--- src/rtl/fetch_prefetch_queue.sv ---
// Instruction prefetch queue: one-outstanding imem fetcher feeding a DEPTH-entry {pc, instr} FIFO.
// Fetched word reaches valid_o one edge after rvalid; requests stop while count + outstanding reaches DEPTH.
module fetch_prefetch_queue #(
    parameter int unsigned DEPTH    = 4,
    parameter logic [31:0] RESET_PC = 32'h0000_0000
) (
    input  logic        clk_i,
    input  logic        reset_i,
    input  logic        pc_select_i,
    input  logic [31:0] pc_branch_i,
    input  logic        stall_i,
    output logic        imem_req_o,
    output logic [31:0] imem_addr_o,
    input  logic        imem_ready_i,
    input  logic        imem_rvalid_i,
    input  logic [31:0] imem_rdata_i,
    output logic        valid_o,
    output logic [31:0] instruction_o,
    output logic [31:0] pc_o,
    output logic [31:0] pc_src_o
);
    localparam int unsigned PW      = $clog2(DEPTH);
    localparam logic [PW:0] DEPTH_C = DEPTH[PW:0];
    localparam logic [31:0] NOP     = 32'h0000_0013;

    typedef enum logic [1:0] {S_REQ, S_WAIT, S_DISCARD} state_e;

    state_e        state_q, state_d;
    logic [31:0]   fpc_q, fpc_d;
    logic [31:0]   req_pc_q;
    logic [PW-1:0] rd_ptr_q, wr_ptr_q;
    logic [PW:0]   count_q;
    logic [31:0]   pc_mem_q  [DEPTH];
    logic [31:0]   ins_mem_q [DEPTH];
    logic          accept, push, pop;
    logic          unused_branch_lsbs;

    assign unused_branch_lsbs = ^pc_branch_i[1:0];

    // Issue only from REQ, so count < DEPTH here already guarantees a free slot for the response.
    always_comb begin
        imem_req_o = (state_q == S_REQ) && (count_q < DEPTH_C) && !pc_select_i;
    end

    assign imem_addr_o = fpc_q;
    assign accept      = imem_req_o && imem_ready_i;
    assign push        = (state_q == S_WAIT) && imem_rvalid_i && !pc_select_i;
    assign pop         = valid_o && !stall_i && !pc_select_i;

    always_ff @(posedge clk_i or negedge reset_i) begin
        if (!reset_i) begin
            state_q <= S_REQ;
        end else begin
            state_q <= state_d;
        end
    end

    // A response arriving in DISCARD always retires the stale request, even under a new redirect,
    // otherwise the FSM would wait for a response that never comes.
    always_comb begin
        state_d = state_q;
        case (state_q)
            S_REQ:     if (accept) state_d = S_WAIT;
            S_WAIT: begin
                if (imem_rvalid_i)    state_d = S_REQ;
                else if (pc_select_i) state_d = S_DISCARD;
            end
            S_DISCARD: if (imem_rvalid_i) state_d = S_REQ;
            default:   state_d = S_REQ;
        endcase
    end

    always_comb begin
        fpc_d = fpc_q;
        if (pc_select_i) begin
            fpc_d = {pc_branch_i[31:2], 2'b00};
        end else if (accept) begin
            fpc_d = fpc_q + 32'd4;
        end
    end

    always_ff @(posedge clk_i or negedge reset_i) begin
        if (!reset_i) begin
            fpc_q    <= RESET_PC;
            req_pc_q <= RESET_PC;
            rd_ptr_q <= '0;
            wr_ptr_q <= '0;
            count_q  <= '0;
        end else begin
            fpc_q <= fpc_d;
            if (accept) begin
                req_pc_q <= fpc_q;
            end
            if (pc_select_i) begin
                rd_ptr_q <= '0;
                wr_ptr_q <= '0;
                count_q  <= '0;
            end else begin
                if (push) wr_ptr_q <= wr_ptr_q + PW'(1);
                if (pop)  rd_ptr_q <= rd_ptr_q + PW'(1);
                case ({push, pop})
                    2'b10:   count_q <= count_q + (PW+1)'(1);
                    2'b01:   count_q <= count_q - (PW+1)'(1);
                    default: count_q <= count_q;
                endcase
            end
        end
    end

    always_ff @(posedge clk_i) begin
        if (push) begin
            pc_mem_q[wr_ptr_q]  <= req_pc_q;
            ins_mem_q[wr_ptr_q] <= imem_rdata_i;
        end
    end

    assign valid_o       = (count_q != '0);
    assign instruction_o = valid_o ? ins_mem_q[rd_ptr_q] : NOP;
    assign pc_o          = valid_o ? pc_mem_q[rd_ptr_q] : 32'h0;
    assign pc_src_o      = pc_o + 32'd4;
endmodule

--- config.mk ---
export PLATFORM = sky130hd
export DESIGN_NAME = fetch_prefetch_queue
export DESIGN_NICKNAME = d
export VERILOG_FILES = /design/src/rtl/fetch_prefetch_queue.sv
export SDC_FILE = /design/constraint.sdc
export NUM_CORES = 1
export LEC_CHECK = 0
export ABC_AREA = 1
export CORE_MARGIN = 5
export CORE_UTILIZATION = 59
export CTS_CLUSTER_SIZE = 16
export DETAILED_ROUTE_END_ITERATION = 10
export GPL_TIMING_DRIVEN = 0
export MAX_ROUTING_LAYER = met4
export PLACE_DENSITY = 0.81
export REMOVE_ABC_BUFFERS = 1
export SYNTH_ARGS = -nofsm -noshare
export SYNTH_HDL_FRONTEND = slang
export SYNTH_SLANG_ARGS = --single-unit
--- constraint.sdc ---
create_clock -name clk_i -period 10.6 [get_ports clk_i]
set_clock_uncertainty 0.2 [all_clocks]
set_input_delay 2.65 -clock clk_i [delete_from_list [all_inputs] [get_ports clk_i]]
set_output_delay 2.65 -clock clk_i [all_outputs]
set_load 0.01 [all_outputs]
==> out/results.txt <==
The run finished with clean final reports. In this design, the stage delay of the slowest critical-path cell is 0.99 ns. Number of different library cells in the post-synthesis netlist: 37. No sink is reached through more buffers than the 3 on the longest clock path.

The number of hold buffers added after CTS was 0. The completed layout was analyzed and its total power is 4300 uW. For this configuration, the core starts out at a cell density of 60.0%. The number of cells on the worst reg-to-reg path is 11, and the last weighted congestion value of the routability-driven placer is 0.933. TritonCTS built the clock tree. The logs give 0 for the hold violation total from the final report and 0.00700 uW for the static leakage power. The Yosys step of the flow raised 0 warnings.

The worst setup path is of the flop to primary output kind. For this design the ratio of total power to cell area is 239 mW/mm2. Setup violations remaining at the end of the flow were counted as 0. The pre-antenna-repair detailed-routing pass consisted of 6 iterations. STA classifies the critical path endpoint as a primary output. Counting buffers and inverters, the worst setup path is 11 cells deep. The worst min-delay path category was flop to flop. nand2_1 is the most common cell in the netlist.

On the final layout, the worst hold slack is 0.317 ns. After clock tree synthesis, the clock-pin slew on the worst setup and hold paths is 0.06 ns. The global-route wire length before repair was 58.6 mm; the floorplan die width was 167 um. Ranked by total cell area, the synthesized netlist is headed by edfxtp_1 51%, dfrtp_1 12%, nand2_1 10%.

The number of DRC markers in iteration 0 was 1177; the final critical-path required period was 8.10 ns. Post-CTS setup buffer count: 0. The DRC violation count after routing came out at 0. By count the netlist is led by 387 x nand2_1, 248 x edfxtp_1, 239 x nor2_1, 117 x inv_1, 109 x o21ai_0. The run gives 11400 as the routed via count. The worst flop-to-flop path startpoint was count_q[1].

The floorplan step defined a die boundary enclosing 0.0280 mm2. Row generation in the floorplan step produced 57 rows. The logs give 62.9% for the portion of the post-synthesis area used by sequential elements and 0 for the number of antenna cells inserted. The worst-case IR drop observed on VDD is 139 uV. The detail route stage leaves a number of antenna-violating nets equal to 0.

The clock reaches the later pin of the worst-skew pair after 0.56 ns. The synthesized netlist cell count was 1518; the total routing resource utilization after global routing was 26.7%. Per report_power, the clock group accounts for 27.1% of the total. Setup repair after global routing left no endpoint under its margin.

Counting flops and latches in the post-synthesis netlist gives 317. In the final routed layout, each cell accounts on average for 18.3 um. Cells with a size suffix above 1 make up 5.72% of the layout.

For the H-tree depth reported by CTS, the log shows 1. The layout has 1680 filler cells. The fraction of power consumed by sequential logic was 39.1%; the number of buffers and inverters on the critical path was 4. At the pin with the least slew margin, the transition time is 1.42 ns.

The most common flop cell mapped by yosys is edfxtp_1. The startpoint of the most critical hold path is req_pc_q[15]. The total area inside the core boundary comes to 0.0243 mm2. Across the run, the number of max-cap violations was 0. The logs give 124 MHz for the fmax and 33.8% for the combinational share of power. The final layout contains 1765 nets. For the worst setup path, the data arrival time is 5.25 ns. The worst hold path was traced through 0 stages. For hold timing, the worst endpoint is pc_mem_q[2][15]. The post-placement cell count was 1980; the number of buffers created by CTS was 30.

Library cell with the largest summed area after synthesis: edfxtp_1. Number of top-level pins: 200. The number of buffers added on ports was 191; the final standard cell count with taps included and fillers excluded was 2036. The tree is rooted in a clkbuf_16. The mapped netlist covers 0.0146 mm2. The tools report the worst slew margin relative to its limit as 5.36%. Counting flops with an async set or reset pin after synthesis yields a share of 21.8%. Across all register-to-register paths, the minimum setup slack is 6.45 ns. In this run the critical register-to-register path is captured at count_q[2]. The die span in y is 167 um, and the largest net degree at the start of global routing is 106. The worst setup path is launched from a flop. The run gives 0 as the total overflow reported by the global router.

Traced cell by cell, the critical path runs through inv_2 > nand3_1 > nand3_1 > inv_1 > ha_1 > inv_1 > nor2_1 > nand2_1 > nor2_2 > xor2_1 > clkdlybuf4s50_1. The HPWL after detailed placement is 24.6 mm. Worst-path cell with the longest stage delay: dfrtp_4.

At the worst endpoint, the required time is 7.75 ns. The initial antenna violation count was 0; the via density per instance was 5.60. The via count of the first global-routing pass was 11300. The count of cells resized by post-cts repair is 0, and the share of the synthesized area in the top cell type is 51.1%. Layout overhead on the synthesized area: 23.3%.

Of the available clock period, the critical path in the final layout requires 76.4%. The cell-internal power is 2830 uW, and the synthesized area per cell is 9.61 um2. The total length of routed wires was 37.3 mm; the largest driver fanout on the critical path was 68.

In this run, synthesis inferred 248 flip-flops with an integrated enable. For the max-slew violation count, the log shows 0. The switching part of the total is 34.3%. The run gives 1470 uW as the switching power summed over all nets.

Kind of cell adding the most delay to the critical path: buffers and inverters. For this design, the sink count on the clock tree is 317.
==> metal layers <==
layer  part of all wire (%)  wire [um]  GRT usage [%]
met1                     40      15000           34.5
met2                     49      18300           44.8
met3                    7.6       2840           3.56
met4                    3.0       1120           8.15
met5                      0          0              -
==> area by class of cell <==
| cell class | instances | area [um2] | share of cell area, % |
|---|---|---|---|
| clock buffer | 37 | 841 | 4.67 |
| clock inverter | 19 | 258 | 1.43 |
| inverter | 124 | 468 | 2.60 |
| multi-input combinational | 1012 | 4630 | 25.7 |
| sequential | 317 | 9180 | 51.0 |
| tap | 324 | 405 | 2.25 |
| timing repair buffer | 203 | 2200 | 12.2 |
==> logic make-up (layout without fill, tap and decap cells) <==
family,after synthesis,count (layout),synth area share [%]
adders and majority gates,7,7,0.652
xor gates and xnor gates,28,28,1.68
AOI/OAI and AO/OA,178,178,6.74
muxes,1,1,0.0686
buffers and inverters,194,383,5.68
DFF,317,317,62.9
and+or+nand+nor,792,792,22.2
other,1,6,0.0257
==> worst max path at each step <==
stage | start | end
floorplan | rd_ptr_q[0] | pc_src_o[18]
global placement | rd_ptr_q[0] | pc_src_o[14]
detailed placement | pc_select_i | imem_req_o
CTS | rd_ptr_q[1] | pc_src_o[14]
global route | rd_ptr_q[1] | pc_src_o[16]
finish | rd_ptr_q[1] | pc_src_o[14]
==> state kept, by name, indices dropped and copies added, names as in the netlist <==
name / flops
rd_ptr_q: 2
wr_ptr_q: 2
req_pc_q: 30
pc_mem_q: 120
state_q: 2
count_q: 3
ins_mem_q: 128
imem_addr_o: 30
==> worst reg2reg max path: stages, from the launching register on <==
cell,delay (ns)
dfrtp_1,0.41
inv_1,0.12
nand3_2,0.71
inv_2,1.21
nor2_1,0.18
inv_1,0.20
nor2_1,0.10
fa_1,0.38
xor2_1,0.18
xor2_1,0.16
nand2_1,0.08
o21ai_0,0.09
==> metrics by stage <==
step                      instance area [um2]  worst slack [ns]  TNS, ns  utilization, %
after global placement                  16600            -0.523    -5.05            68.1
final                                   18000              2.50        0            74.0
after floorplan                         14200              2.72        0               -
after detailed placement                16900              2.96        0            69.4
after CTS                               18000              2.54        0            74.0
after global routing                    18000              2.24        0            74.0
==> placed cells by master, fill, tap and decap left out, types with 3 or more instances in the layout <==
cell	synthesis	layout
a21oi_1	34	34
buf_12	0	5
buf_16	0	7
bufinv_16	0	6
clkbuf_1	20	4
clkbuf_16	0	33
clkdlybuf4s50_1	0	190
clkinv_2	0	5
conb_1	1	6
dfrtp_1	69	67
edfxtp_1	248	248
ha_1	6	6
inv_1	117	117
inv_2	7	6
inv_4	0	3
nand2_1	387	386
nand3_1	108	108
nand4_1	21	21
nor2_1	239	235
nor2_2	17	17
nor2_4	0	4
nor3_1	13	13
o211ai_1	11	11
o21a_1	3	3
o21ai_0	109	109
o21ai_1	4	4
o21bai_1	4	4
o221ai_1	5	5
o311ai_0	4	4
xor2_1	27	27
==> power by group through the flow <==
stage	sequential, uW	combinational (uW)	clock (uW)
2_1_floorplan	1660	702	0
3_3_place_gp	1710	1380	0
3_5_place_dp	1700	1430	0
4_1_cts	1680	1450	1190
5_1_grt	1700	1570	1240
6_report	1680	1450	1170
No activity file was read; power rests on OpenSTA's default activity.
